===== src/rtl/yc_timing_pkg.sv =====
// Timing constants and helpers shared by the Y/C raster sync generator.
// One timing_t record per supported TV standard (240p NTSC, 288p PAL).
package yc_timing_pkg;

    localparam int H_W = 11;
    localparam int V_W = 9;

    typedef struct packed {
        logic [H_W-1:0] h_total;
        logic [H_W-1:0] h_sync;
        logic [H_W-1:0] h_eq;
        logic [H_W-1:0] h_act_start;
        logic [H_W-1:0] h_active;
        logic [V_W-1:0] v_total;
        logic [V_W-1:0] v_act_start;
        logic [V_W-1:0] v_active;
        logic [6:0]     burst_start;
        logic [9:0]     burst_end;
    } timing_t;

    localparam timing_t NTSC_TIMING = '{
        h_total:     11'd1716,
        h_sync:      11'd127,
        h_eq:        11'd63,
        h_act_start: 11'd244,
        h_active:    11'd1440,
        v_total:     9'd262,
        v_act_start: 9'd21,
        v_active:    9'd240,
        burst_start: 7'd16,
        burst_end:   10'd84
    };

    localparam timing_t PAL_TIMING = '{
        h_total:     11'd1728,
        h_sync:      11'd127,
        h_eq:        11'd63,
        h_act_start: 11'd264,
        h_active:    11'd1440,
        v_total:     9'd312,
        v_act_start: 9'd23,
        v_active:    9'd288,
        burst_start: 7'd24,
        burst_end:   10'd85
    };

    function automatic logic [16:0] burst_word(input logic [6:0] burst_start,
                                               input logic [9:0] burst_end);
        return {burst_start, burst_end};
    endfunction

endpackage


===== src/rtl/yc_sync_timing.sv =====
// Raster timing generator feeding the Y/C encoder: sync, blanking, active coordinates
// and burst window, with NTSC/PAL selection switched only on frame boundaries.
module yc_sync_timing
    import yc_timing_pkg::*;
#(
    parameter int X_W = 11,
    parameter int Y_W = 9
) (
    input  logic           clk,
    input  logic           reset,
    input  logic           pal_en,
    output logic           hsync_o,
    output logic           vsync_o,
    output logic           csync_o,
    output logic           hblank_o,
    output logic           vblank_o,
    output logic           de_o,
    output logic [X_W-1:0] x_o,
    output logic [Y_W-1:0] y_o,
    output logic           frame_start_o,
    output logic           pal_o,
    output logic [16:0]    colorburst_range_o
);

    logic [H_W-1:0] h_cnt;
    logic [V_W-1:0] v_cnt;
    logic           pal_q;   // standard in effect for the counters; pal_o trails it by one

    timing_t        tm;
    logic [H_W-1:0] half;
    logic           h_last;
    logic           v_last;

    assign tm     = pal_q ? PAL_TIMING : NTSC_TIMING;
    assign half   = tm.h_total >> 1;
    assign h_last = (h_cnt == tm.h_total - 11'd1);
    assign v_last = (v_cnt == tm.v_total - 9'd1);

    logic           hsync_d;
    logic           vsync_d;
    logic           csync_d;
    logic           eq_line;
    logic           hblank_d;
    logic           vblank_d;
    logic           de_d;
    logic [X_W-1:0] x_d;
    logic [Y_W-1:0] y_d;
    logic           frame_start_d;

    // NOTE: every signal gets a default at the top of always_comb so no path can
    // leave it unassigned and infer a latch.
    always_comb begin
        hsync_d       = 1'b0;
        vsync_d       = 1'b0;
        csync_d       = 1'b0;
        eq_line       = 1'b0;
        hblank_d      = 1'b1;
        vblank_d      = 1'b1;
        de_d          = 1'b0;
        x_d           = '0;
        y_d           = '0;
        frame_start_d = 1'b0;

        hsync_d = (h_cnt < tm.h_sync);
        vsync_d = (v_cnt >= 9'd3) && (v_cnt <= 9'd5);
        eq_line = (v_cnt <= 9'd2) || ((v_cnt >= 9'd6) && (v_cnt <= 9'd8));

        // Equalising lines carry two narrow pulses; broad lines are serrated twice.
        if (eq_line) begin
            csync_d = (h_cnt < tm.h_eq) ||
                      ((h_cnt >= half) && (h_cnt < half + tm.h_eq));
        end else if (vsync_d) begin
            csync_d = !(((h_cnt >= half - tm.h_sync) && (h_cnt < half)) ||
                        (h_cnt >= tm.h_total - tm.h_sync));
        end else begin
            csync_d = hsync_d;
        end

        hblank_d = (h_cnt < tm.h_act_start) ||
                   (h_cnt >= tm.h_act_start + tm.h_active);
        vblank_d = (v_cnt < tm.v_act_start) ||
                   (v_cnt >= tm.v_act_start + tm.v_active);
        de_d     = !hblank_d && !vblank_d;

        if (de_d) begin
            x_d = X_W'(h_cnt - tm.h_act_start);
        end
        if (!vblank_d) begin
            y_d = Y_W'(v_cnt - tm.v_act_start);
        end

        frame_start_d = (h_cnt == '0) && (v_cnt == '0);
    end

    // NOTE: sequential state uses non-blocking assignments so every register samples
    // the pre-edge values and the block order cannot create accidental dependencies.
    always_ff @(posedge clk) begin
        if (reset) begin
            h_cnt              <= '0;
            v_cnt              <= '0;
            pal_q              <= 1'b0;
            hsync_o            <= 1'b0;
            vsync_o            <= 1'b0;
            csync_o            <= 1'b0;
            hblank_o           <= 1'b0;
            vblank_o           <= 1'b0;
            de_o               <= 1'b0;
            x_o                <= '0;
            y_o                <= '0;
            frame_start_o      <= 1'b0;
            pal_o              <= 1'b0;
            colorburst_range_o <= burst_word(NTSC_TIMING.burst_start, NTSC_TIMING.burst_end);
        end else begin
            if (h_last) begin
                h_cnt <= '0;
                if (v_last) begin
                    v_cnt <= '0;
                    pal_q <= pal_en;
                end else begin
                    v_cnt <= v_cnt + 9'd1;
                end
            end else begin
                h_cnt <= h_cnt + 11'd1;
            end

            hsync_o            <= hsync_d;
            vsync_o            <= vsync_d;
            csync_o            <= csync_d;
            hblank_o           <= hblank_d;
            vblank_o           <= vblank_d;
            de_o               <= de_d;
            x_o                <= x_d;
            y_o                <= y_d;
            frame_start_o      <= frame_start_d;
            pal_o              <= pal_q;
            colorburst_range_o <= burst_word(tm.burst_start, tm.burst_end);
        end
    end

endmodule

===== config.mk =====
export PLATFORM = sky130hd
export DESIGN_NAME = yc_sync_timing
export DESIGN_NICKNAME = d
export VERILOG_FILES = /design/src/rtl/yc_timing_pkg.sv /design/src/rtl/yc_sync_timing.sv
export SDC_FILE = /design/constraint.sdc
export NUM_CORES = 1
export LEC_CHECK = 0
export ABC_CLOCK_PERIOD_IN_PS = 2360
export BUFFER_PORTS_ARGS = -buffer_cell sky130_fd_sc_hd__buf_4
export CAP_MARGIN = 20
export CORE_ASPECT_RATIO = 0.5
export CORE_MARGIN = 8
export CORE_UTILIZATION = 30
export CTS_BUF_LIST = sky130_fd_sc_hd__clkbuf_4
export CTS_CLUSTER_DIAMETER = 120
export DETAILED_ROUTE_END_ITERATION = 7
export HOLD_SLACK_MARGIN = 0.15
export SETUP_SLACK_MARGIN = 0.4
export SYNTH_ARGS = -nofsm -noshare
export SYNTH_HDL_FRONTEND = slang
export SYNTH_SLANG_ARGS = --single-unit

===== constraint.sdc =====
create_clock -name clk -period 2.36 [get_ports clk]
set_input_delay 0.354 -clock clk [delete_from_list [all_inputs] [get_ports clk]]
set_output_delay 0.354 -clock clk [all_outputs]
set_load 0.01 [all_outputs]

# --- After elaboration in Yosys (flattened, before gate mapping) ---
# Index checks and enable logic that the tools add are counted.
word_totals:
  register_bits: 66
op_classes:
  n_mux: 4
  n_eq_ne: 2
  bitwise_logic: 1
  add_sub_neg: 11
  reduce_logical: 20
  n_lt_le_gt_ge: 16
op_table:
  columns: ["operator", "n"]
  rows:
  - ["95-bit 2-to-1 mux", 1]
  - ["11-bit less-than comparator", 4]
  - ["11-bit >= comparator", 3]
  - ["11-bit subtractor", 2]
  - ["10-bit by 11-bit adder with 11-bit output", 1]
  - ["11-bit by 1-bit adder with 11-bit output, second input constant", 1]
  - ["11-bit adder", 1]
  - ["11-bit equality test", 1]
  - ["11-bit by 10-bit >= comparator with 1-bit output", 1]
  - ["11-bit logical NOT", 1]
  - ["11-bit by 10-bit less-than comparator with 1-bit output", 1]
  - ["10-bit by 11-bit subtractor with 11-bit output", 1]
  - ["10-bit by 2-bit subtractor with 11-bit output, second input constant", 1]
  - ["9-bit by 1-bit adder with 9-bit output, second input constant", 1]
  - ["9-bit adder", 1]
  - ["9-bit equality test", 1]
  - ["9-bit by 2-bit >= comparator with 1-bit output, second input constant", 1]
  - ["9-bit by 3-bit >= comparator with 1-bit output, second input constant", 1]
  - ["9-bit >= comparator", 1]
  - ["9-bit by 2-bit less-or-equal comparator with 1-bit output, second input constant", 1]
  - ["9-bit by 3-bit less-or-equal comparator with 1-bit output, second input constant", 1]
  - ["9-bit by 4-bit less-or-equal comparator with 1-bit output, second input constant", 1]
  - ["9-bit logical NOT", 1]
  - ["9-bit less-than comparator", 1]
  - ["10 further kinds", 24]

# --- Depth between registers and ports, before layout ---
# Gate-level depths: netlist of the first run.
logic_depth:
  word_depth: 8
  depth_mapped: 10

# --- Least setup slack after synthesis of the first run ---
# OpenSTA, ideal clock, no wires.
synth_path:
  path_kind: "register to register"
  startpoint: "register pal_q"
  endpoint: "register x_o[8]"
  path_slack_ps: -205
  t_arrival_ps: 2507
  stages_incl_launch_ff: 11
  path_buffers: 2
  period_less_slack_ps: 2565
  cell_sequence: "dfxtp_1 inv_1 ha_1 a21o_1 a21o_1 nand3b_1 a311o_1 buf_6 a211oi_4 buf_4 o211a_1"
synth_between:
  elab_chain_len: 8
  word_cells_on_any_way: 15
synth_rtl:
  columns: ["element", "line_no", "source"]
  rows:
  - ["from (decl)", "yc_sync_timing.sv:27", "logic pal_q;"]
  - ["from (signal assigned)", "yc_sync_timing.sv:118", "pal_q <= pal_en;"]
  - ["95-bit 2-to-1 mux *", "yc_sync_timing.sv:34", "assign tm = pal_q ? PAL_TIMING : NTSC_TIMING;"]
  - ["11-bit adder / 9-bit adder (equally long branches)", "yc_sync_timing.sv:80, yc_sync_timing.sv:82", null]
  - ["11-bit >= comparator / 9-bit >= comparator (equally long branches)", "yc_sync_timing.sv:80, yc_sync_timing.sv:82", null]
  - ["1-bit logical OR (on tied branches)", "yc_sync_timing.sv:79, yc_sync_timing.sv:81", null]
  - ["1-bit logical NOT (on tied branches)", null, null]
  - ["1-bit logical AND", "yc_sync_timing.sv:83", "de_d = !hblank_d && !vblank_d;"]
  - ["1-bit inverter (no source line)", null, null]
  - ["2-bit OR reduction (no source line)", null, null]
  - ["to (signal assigned)", "yc_sync_timing.sv:108", "x_o <= '0;"]
  - ["to (signal assigned)", "yc_sync_timing.sv:132", "x_o <= x_d;"]
  - ["to (decl)", "yc_sync_timing.sv:18", "output logic [X_W-1:0] x_o,"]
# Every way passes the cells marked *; elsewhere a longest branch is shown, timed or not.
# A chain may end at the register's enable or synchronous reset.

# --- Worst setup path in the final report of the first run ---
layout_path:
  startpoint: "register pal_q"
  endpoint: "register x_o[4]"
# Same word-level chain as after synthesis.

==> results of run 1 <==
[cell families after synthesis]
| logic type | count (synthesis) |
|---|---|
| AOI/OAI and AO/OA | 55 |
| xor gates and xnor gates | 26 |
| adders and majority gates | 28 |
| buffers and inverters | 54 |
| DFF | 49 |
| muxes | 1 |
| other | 2 |
| and+or+nand+nor | 125 |
[worst paths after layout]
check | cells after the start | slack (ns) | from | endpoint
min reg2reg | 1 | 0.54 | h_cnt[0]$_SDFF_PP0_ | h_cnt[0]$_SDFF_PP0_
max | 10 | -0.04 | pal_q$_SDFFE_PP0P_ | x_o[4]$_SDFF_PP0_
max reg2reg | 10 | -0.04 | pal_q$_SDFFE_PP0P_ | x_o[4]$_SDFF_PP0_
min | 2 | 0.23 | reset | vblank_o$_SDFF_PP0_
[per-layer routing]
metal  vias up  wire length (um)  track usage  part of all wire
met1      1136              3540        0.137              0.49
met3        11               321       0.0223             0.044
met5         -                 0            0                 0
met4         0               114       0.0303             0.016
met2        62              3240        0.169              0.45
li1       1234                 -            -                 -
[where the power goes]
part           total [uW]  internal [uW]  switching, uW
registers             843            836           6.55
logic                 103           42.2           60.8
clock network         407            128            279
[sequential cells by signal (all words and copies together) (netlist names), 9 cells and up]
register and cells:
y_o 9, x_o 11, v_cnt 9, h_cnt 11
[synthesized netlist by cell type, drive strengths merged, types with 4 or more instances]
cell type	number	area, um^2
ha	26	325
or2	6	37.5
nor3	8	40.0
nand3	8	40.0
a21o	5	37.5
dfxtp	49	981
nand2b	4	25.0
buf	28	221
a211oi	4	42.5
a21oi	11	55.1
nor2b	6	37.5
and2	5	31.3
nand4	7	43.8
xor2	10	87.6
xnor2	16	140
clkbuf	7	26.3
nand2	14	55.1
o21ai	12	60.1
inv	19	71.3
nor2	49	184
[critical path, delay by kind of cell, from the launching register on]
family / cells / cell delay [ns]
AOI/OAI and AO/OA: 4 / 0.96
buffers and inverters: 3 / 0.45
DFF: 1 / 0.38
and+or+nand+nor: 2 / 0.33
adders and majority gates: 1 / 0.21
[final cells by class]
class                   count  area (um^2)  area share
well taps                 135          169      0.0454
inverters                  19         75.1      0.0202
flip-flops and latches     49          985       0.265
repair buffers             71          561       0.151
clock inverters             2         15.0     0.00404
clock buffers               6         45.0      0.0121
multi-input cells         251         1870       0.503
[through the flow]
step                hold WS [ns]  total power, uW  utilization  worst slack [ns]  std cells
floorplan                  0.500              940            -          -0.00268        353
global placement           0.513              953        0.358           0.00419        511
global route               0.206             1420        0.390            -0.168        533
finish                     0.228             1350        0.390           -0.0369        533
detailed placement         0.510              954        0.358           -0.0516        511
CTS                        0.219             1370        0.382           0.00858        531
[timing repair]
| item | in CTS | in global routing |
|---|---|---|
| gates cloned | 2 | 0 |
| gates resized for setup | 19 | 13 |
| pin swaps | 5 | 9 |
| setup buffers | 10 | 2 |
| endpoints found under the setup margin | 44 | 45 |
==> results.toml, run 1 <==
[floorplan]
die-area_um2 = 13500
num_rows = 25
floorplan.io_pins = 48
start_util = 0.311
die_h_um = 86.4
core_area_um2 = 9540
die_width_um = 157

[clock_network]
cts-hold-fix-buffers = 0
clk_path_buf_depth = 2
clock_latency_ns = 0.38
cts_sinks = 49
clockRootBuffer = "clkbuf_4"
cts_max_level = 2
clk_pin_slew_ns = 0.14
cts_tree = "done"
cts_made_buffers = 5

[logic_synthesis]
mappedNetlistArea_um2 = 2970
synth_cells = 340
syn_avg_cell_area_um2 = 8.74
synthAdderAreaFrac = 0.123
synthSimpleGateAreaFrac = 0.220
synth_top_family_by_area = "simple AND/OR/NAND/NOR gates"
synth-compound-area-share = 0.137
synthDistinctLibCells = 56
synthXorXnorAreaFrac = 0.0766
synthMuxAreaShare = 0.00337
ys_warn_count = 0
synthFlopType = "dfxtp_1"
synthArstFlopShare = 0
synth-seq-cells = 49
synth_enable_flop_cells = 0
yosysSeqAreaShare = 0.330

[worst_setup_path]
slowest_delay_ns = 0.38
cpMostUsedCell = "a21o_1"
path_class = "reg -> reg"
worst_ep_required_time_ns = 2.68
cp-end-kind = "register"
critPathLaunchType = "register"
cp_cell_sequence = "clkinvlp_4, buf_12, ha_4, a21o_1, a21o_1, nand3b_1, a311o_1, a211oi_4, buf_6, and3_1"
slowest_stage = "dfxtp_4"
worstPathArrival_ns = 2.72
worstPathMaxFanout = 12

[sta]
finalSetupTns_ns = -0.203
slew_headroom = 0.652
hold_viol_final = 0
worst_slack_ns = -0.0369
final.period_utilization = 1.02
fin_crit_ns = 2.40
fmax_ghz = 0.417
worstMarginPinSlew_ns = 0.517
rsz0062_at_grt = "yes"
setup_viol = 10
slew_violations = 0
finClkSkew_ns = 0.0184

[flow_run]
maxCapViolCount = 0

[route]
via_count = 2443
drt_iter0_markers = 180
final_antenna_net_count = 0
wl_per_cell_um = 13.5
routed_wl_um = 7220
first_pass_iters = 5
via_per_inst = 4.58
drc = 0

[place]
numPortBuffers = 32
gp_congestion = 0.826
place_hpwl_um = 5110
placed_cell_area_um2 = 3420

[final_layout]
fin_nets = 428
layout_common_cells = "buf_4 (66), dfxtp_1 (48), nor2_1 (41)"
fin_area_um2 = 3720
n_antenna_cell = 0
final_common_cell = "buf_4"
drive_gt1_frac = 0.294
area_delta_synth_final_pct = 25.1
fillers = 972

[global_route]
grt_max_degree = 16
overflow = 0
antenna_found_initial = 0
grt_pass1_vias = 2365
track_usage = 0.104
grt_pass1_wl_um = 11600

[min_path]
hp-class = "in -> reg"

[power]
max-vdd-ir-drop_v = 0.000151
power.leakage_uw = 0.00161
p_per_area_nw_per_um2 = 364

[outcome]
violations = "setup timing"
status = "complete, but fails checks"
Power figures use the tool's default switching activity.
==> run 2, diff against run 1 <==
--- a/config.mk
+++ b/config.mk
@@ -10,11 +10,12 @@
 export CAP_MARGIN = 20
 export CORE_ASPECT_RATIO = 0.5
 export CORE_MARGIN = 8
-export CORE_UTILIZATION = 30
+export CORE_UTILIZATION = 50
 export CTS_BUF_LIST = sky130_fd_sc_hd__clkbuf_4
 export CTS_CLUSTER_DIAMETER = 120
 export DETAILED_ROUTE_END_ITERATION = 7
 export HOLD_SLACK_MARGIN = 0.15
+export PLACE_DENSITY_LB_ADDON = 0.12
 export SETUP_SLACK_MARGIN = 0.4
 export SYNTH_ARGS = -nofsm -noshare
 export SYNTH_HDL_FRONTEND = slang
==> run 2 against run 1 <==
- the run now ends clean
- combinational power hardly changed
- die area down 35%
- power increased by 7.1%
- global-route usage increased by 5.3 points
- routed wire length decreased by 2.1%
- utilization grew 27 points
- final cell count is 11% lower
- non-clock buffer count increased by 1
- critical path depth down 1
- clock-buffer cell count unchanged
- via count rose by 2.5%
- sequential share of layout area grew 0.22 points
- critical endpoint is now x_o[7]$_SDFF_PP0_
- largest power group unchanged
==> results.toml, run 2 (synthesis gave the netlist of run 1 again) <==
[final_layout]
n_antenna_cell = 0
fillers = 456
regArea_um2 = 985
layout_common_cells = "buf_4 (67), dfxtp_1 (48), nor2_1 (43)"
area_delta_synth_final_pct = 24.0
final_common_cell = "buf_4"
fin_area_um2 = 3690
fin_nets = 429
drive_gt1_frac = 0.293
multi_input_area_um2 = 1880
top_regs = "h_cnt: 11 flops, x_o: 11 flops"

[place]
place_hpwl_um = 5090
numPortBuffers = 32
placed_cell_area_um2 = 3360
gp_congestion = 0.922
dp_slack_ns = -0.0197

[worst_setup_path]
worstPathArrival_ns = 2.67
regToRegEndpoint = "x_o[7]$_SDFF_PP0_"
critPathLaunchType = "register"
ff2ff_path_depth = 9
rrSetupSlack_ns = 0.01
timing.rr.start = "pal_q$_SDFFE_PP0P_"
path_class = "reg -> reg"
worstPathMaxFanout = 12
worst_ep_required_time_ns = 2.68
cp-end-kind = "register"

[power]
power.leakage_uw = 0.00163
p_switching_uw = 335
max-vdd-ir-drop_v = 0.000362
p_sw_frac = 0.231
clockPowerShare = 0.347
seqPwrFrac = 0.581
p_per_area_nw_per_um2 = 393
intPower_uw = 1110
p_comb_frac = 0.072

[route]
final_antenna_net_count = 0
via_per_inst = 5.31
routed_wl_um = 7060
first_pass_iters = 4
wl_per_cell_um = 15.0
via_count = 2505
drt_iter0_markers = 197
drc = 0

[floorplan]
die_h_um = 70.5
die-area_um2 = 8820
num_rows = 19
core_area_um2 = 5610
die_width_um = 125
start_util = 0.530
floorplan.io_pins = 48

[sta]
setup_viol = 0
hold_viol_final = 0
finalSetupTns_ns = 0
fin_crit_ns = 2.35
slew_headroom = 0.562
holdWs_ns = 0.211
finClkSkew_ns = 0.0135
slew_violations = 0
rsz0062_at_grt = "yes"
fmax_ghz = 0.426
final.period_utilization = 0.995
worst_slack_ns = 0.0112
worstMarginPinSlew_ns = 0.651

[min_path]
hold_depth = 2
holdCritStartpoint = "reset"
hold_end = "colorburst_range_o[0]$_SDFF_PP0_"
hp-class = "in -> reg"

[clock_network]
cts_made_buffers = 5
cts_sinks = 49
clk_pin_slew_ns = 0.14
clockRootBuffer = "clkbuf_4"
cts-hold-fix-buffers = 0
clock_latency_ns = 0.38
cts_max_level = 2
clk_path_buf_depth = 2
cts_tree = "done"

[flow_run]
maxCapViolCount = 0

[global_route]
antenna_found_initial = 0
track_usage = 0.158
grt_max_degree = 16
grt_pass1_wl_um = 11600
overflow = 0
grt_pass1_vias = 2432

[outcome]
status = "finished clean"
-- run 2: cell count changes in the layout (fill, tap and decap cells not counted), sizes merged --
cell	delta
buf	+1
bufinv	+1
clkinv	+1
clkinvlp	-1
or2	-1
-- run 2: what timing repair did --
| item | in CTS | in global routing |
|---|---|---|
| resized for setup | 17 | 17 |
| cloned | 2 | 0 |
| setup buffers | 4 | 8 |
| pin swaps | 4 | 3 |
| hold endpoints to repair | 0 | 0 |
| setup endpoints to repair | 44 | 44 |
-- run 2: metrics by stage --
stage / std cells / util / power, uW
final: 472 / 0.657 / 1450
after global routing: 472 / 0.657 / 1510
after CTS: 464 / 0.633 / 1470
after detailed placement: 450 / 0.599 / 956
after global placement: 450 / 0.599 / 954
after floorplan: 353 / - / 940
-- run 2: power groups by stage --
stage / clock network (uW) / registers [uW] / logic (uW)
after detailed placement: 0 / 859 / 96.8
final: 502 / 841 / 105
after global placement: 0 / 859 / 95.4
after global routing: 553 / 843 / 117
after floorplan: 0 / 864 / 76.1
after CTS: 524 / 841 / 102
-- run 2: how the worst max path moves through the flow --
stage                        from  cells after the start                end  slack [ns]
2_1_floorplan  pal_q$_SDFFE_PP0P_                     10  x_o[8]$_SDFF_PP0_      -0.003
3_3_place_gp   pal_q$_SDFFE_PP0P_                     10  x_o[8]$_SDFF_PP0_      -0.007
3_5_place_dp   pal_q$_SDFFE_PP0P_                     10  x_o[8]$_SDFF_PP0_       -0.02
4_1_cts        pal_q$_SDFFE_PP0P_                      9  x_o[7]$_SDFF_PP0_        0.01
5_1_grt        pal_q$_SDFFE_PP0P_                     11  x_o[7]$_SDFF_PP0_       -0.09
6_report       pal_q$_SDFFE_PP0P_                      9  x_o[7]$_SDFF_PP0_        0.01
-- run 2: final cells by class --
cell class	count	area share
Multi-Input combinational cell	250	0.510
Sequential cell	49	0.267
Timing Repair Buffer	72	0.154
Tap cell	73	0.0248
Inverter	19	0.0204
Clock buffer	6	0.0122
Clock inverter	2	0.00950
Timing Repair inverter	1	0.00204
-- run 2: per-layer routing --
layer,share of wire,global-route usage,up-vias,wire [um]
met5,0,0,-,0
met4,0.010,0.0561,0,72
met3,0.053,0.0401,7,371
met2,0.44,0.249,93,3140
met1,0.49,0.205,1179,3480
li1,-,-,1226,-
-- run 2: worst max-delay path: stages, from the launching register on --
cell and delay [ns]:
dfxtp_4 0.41, clkinvlp_4 0.16, ha_4 0.25, a21o_1 0.19
a21o_1 0.21, nand3b_1 0.18, a311o_1 0.36, a211oi_4 0.22
buf_12 0.16, and3b_1 0.15
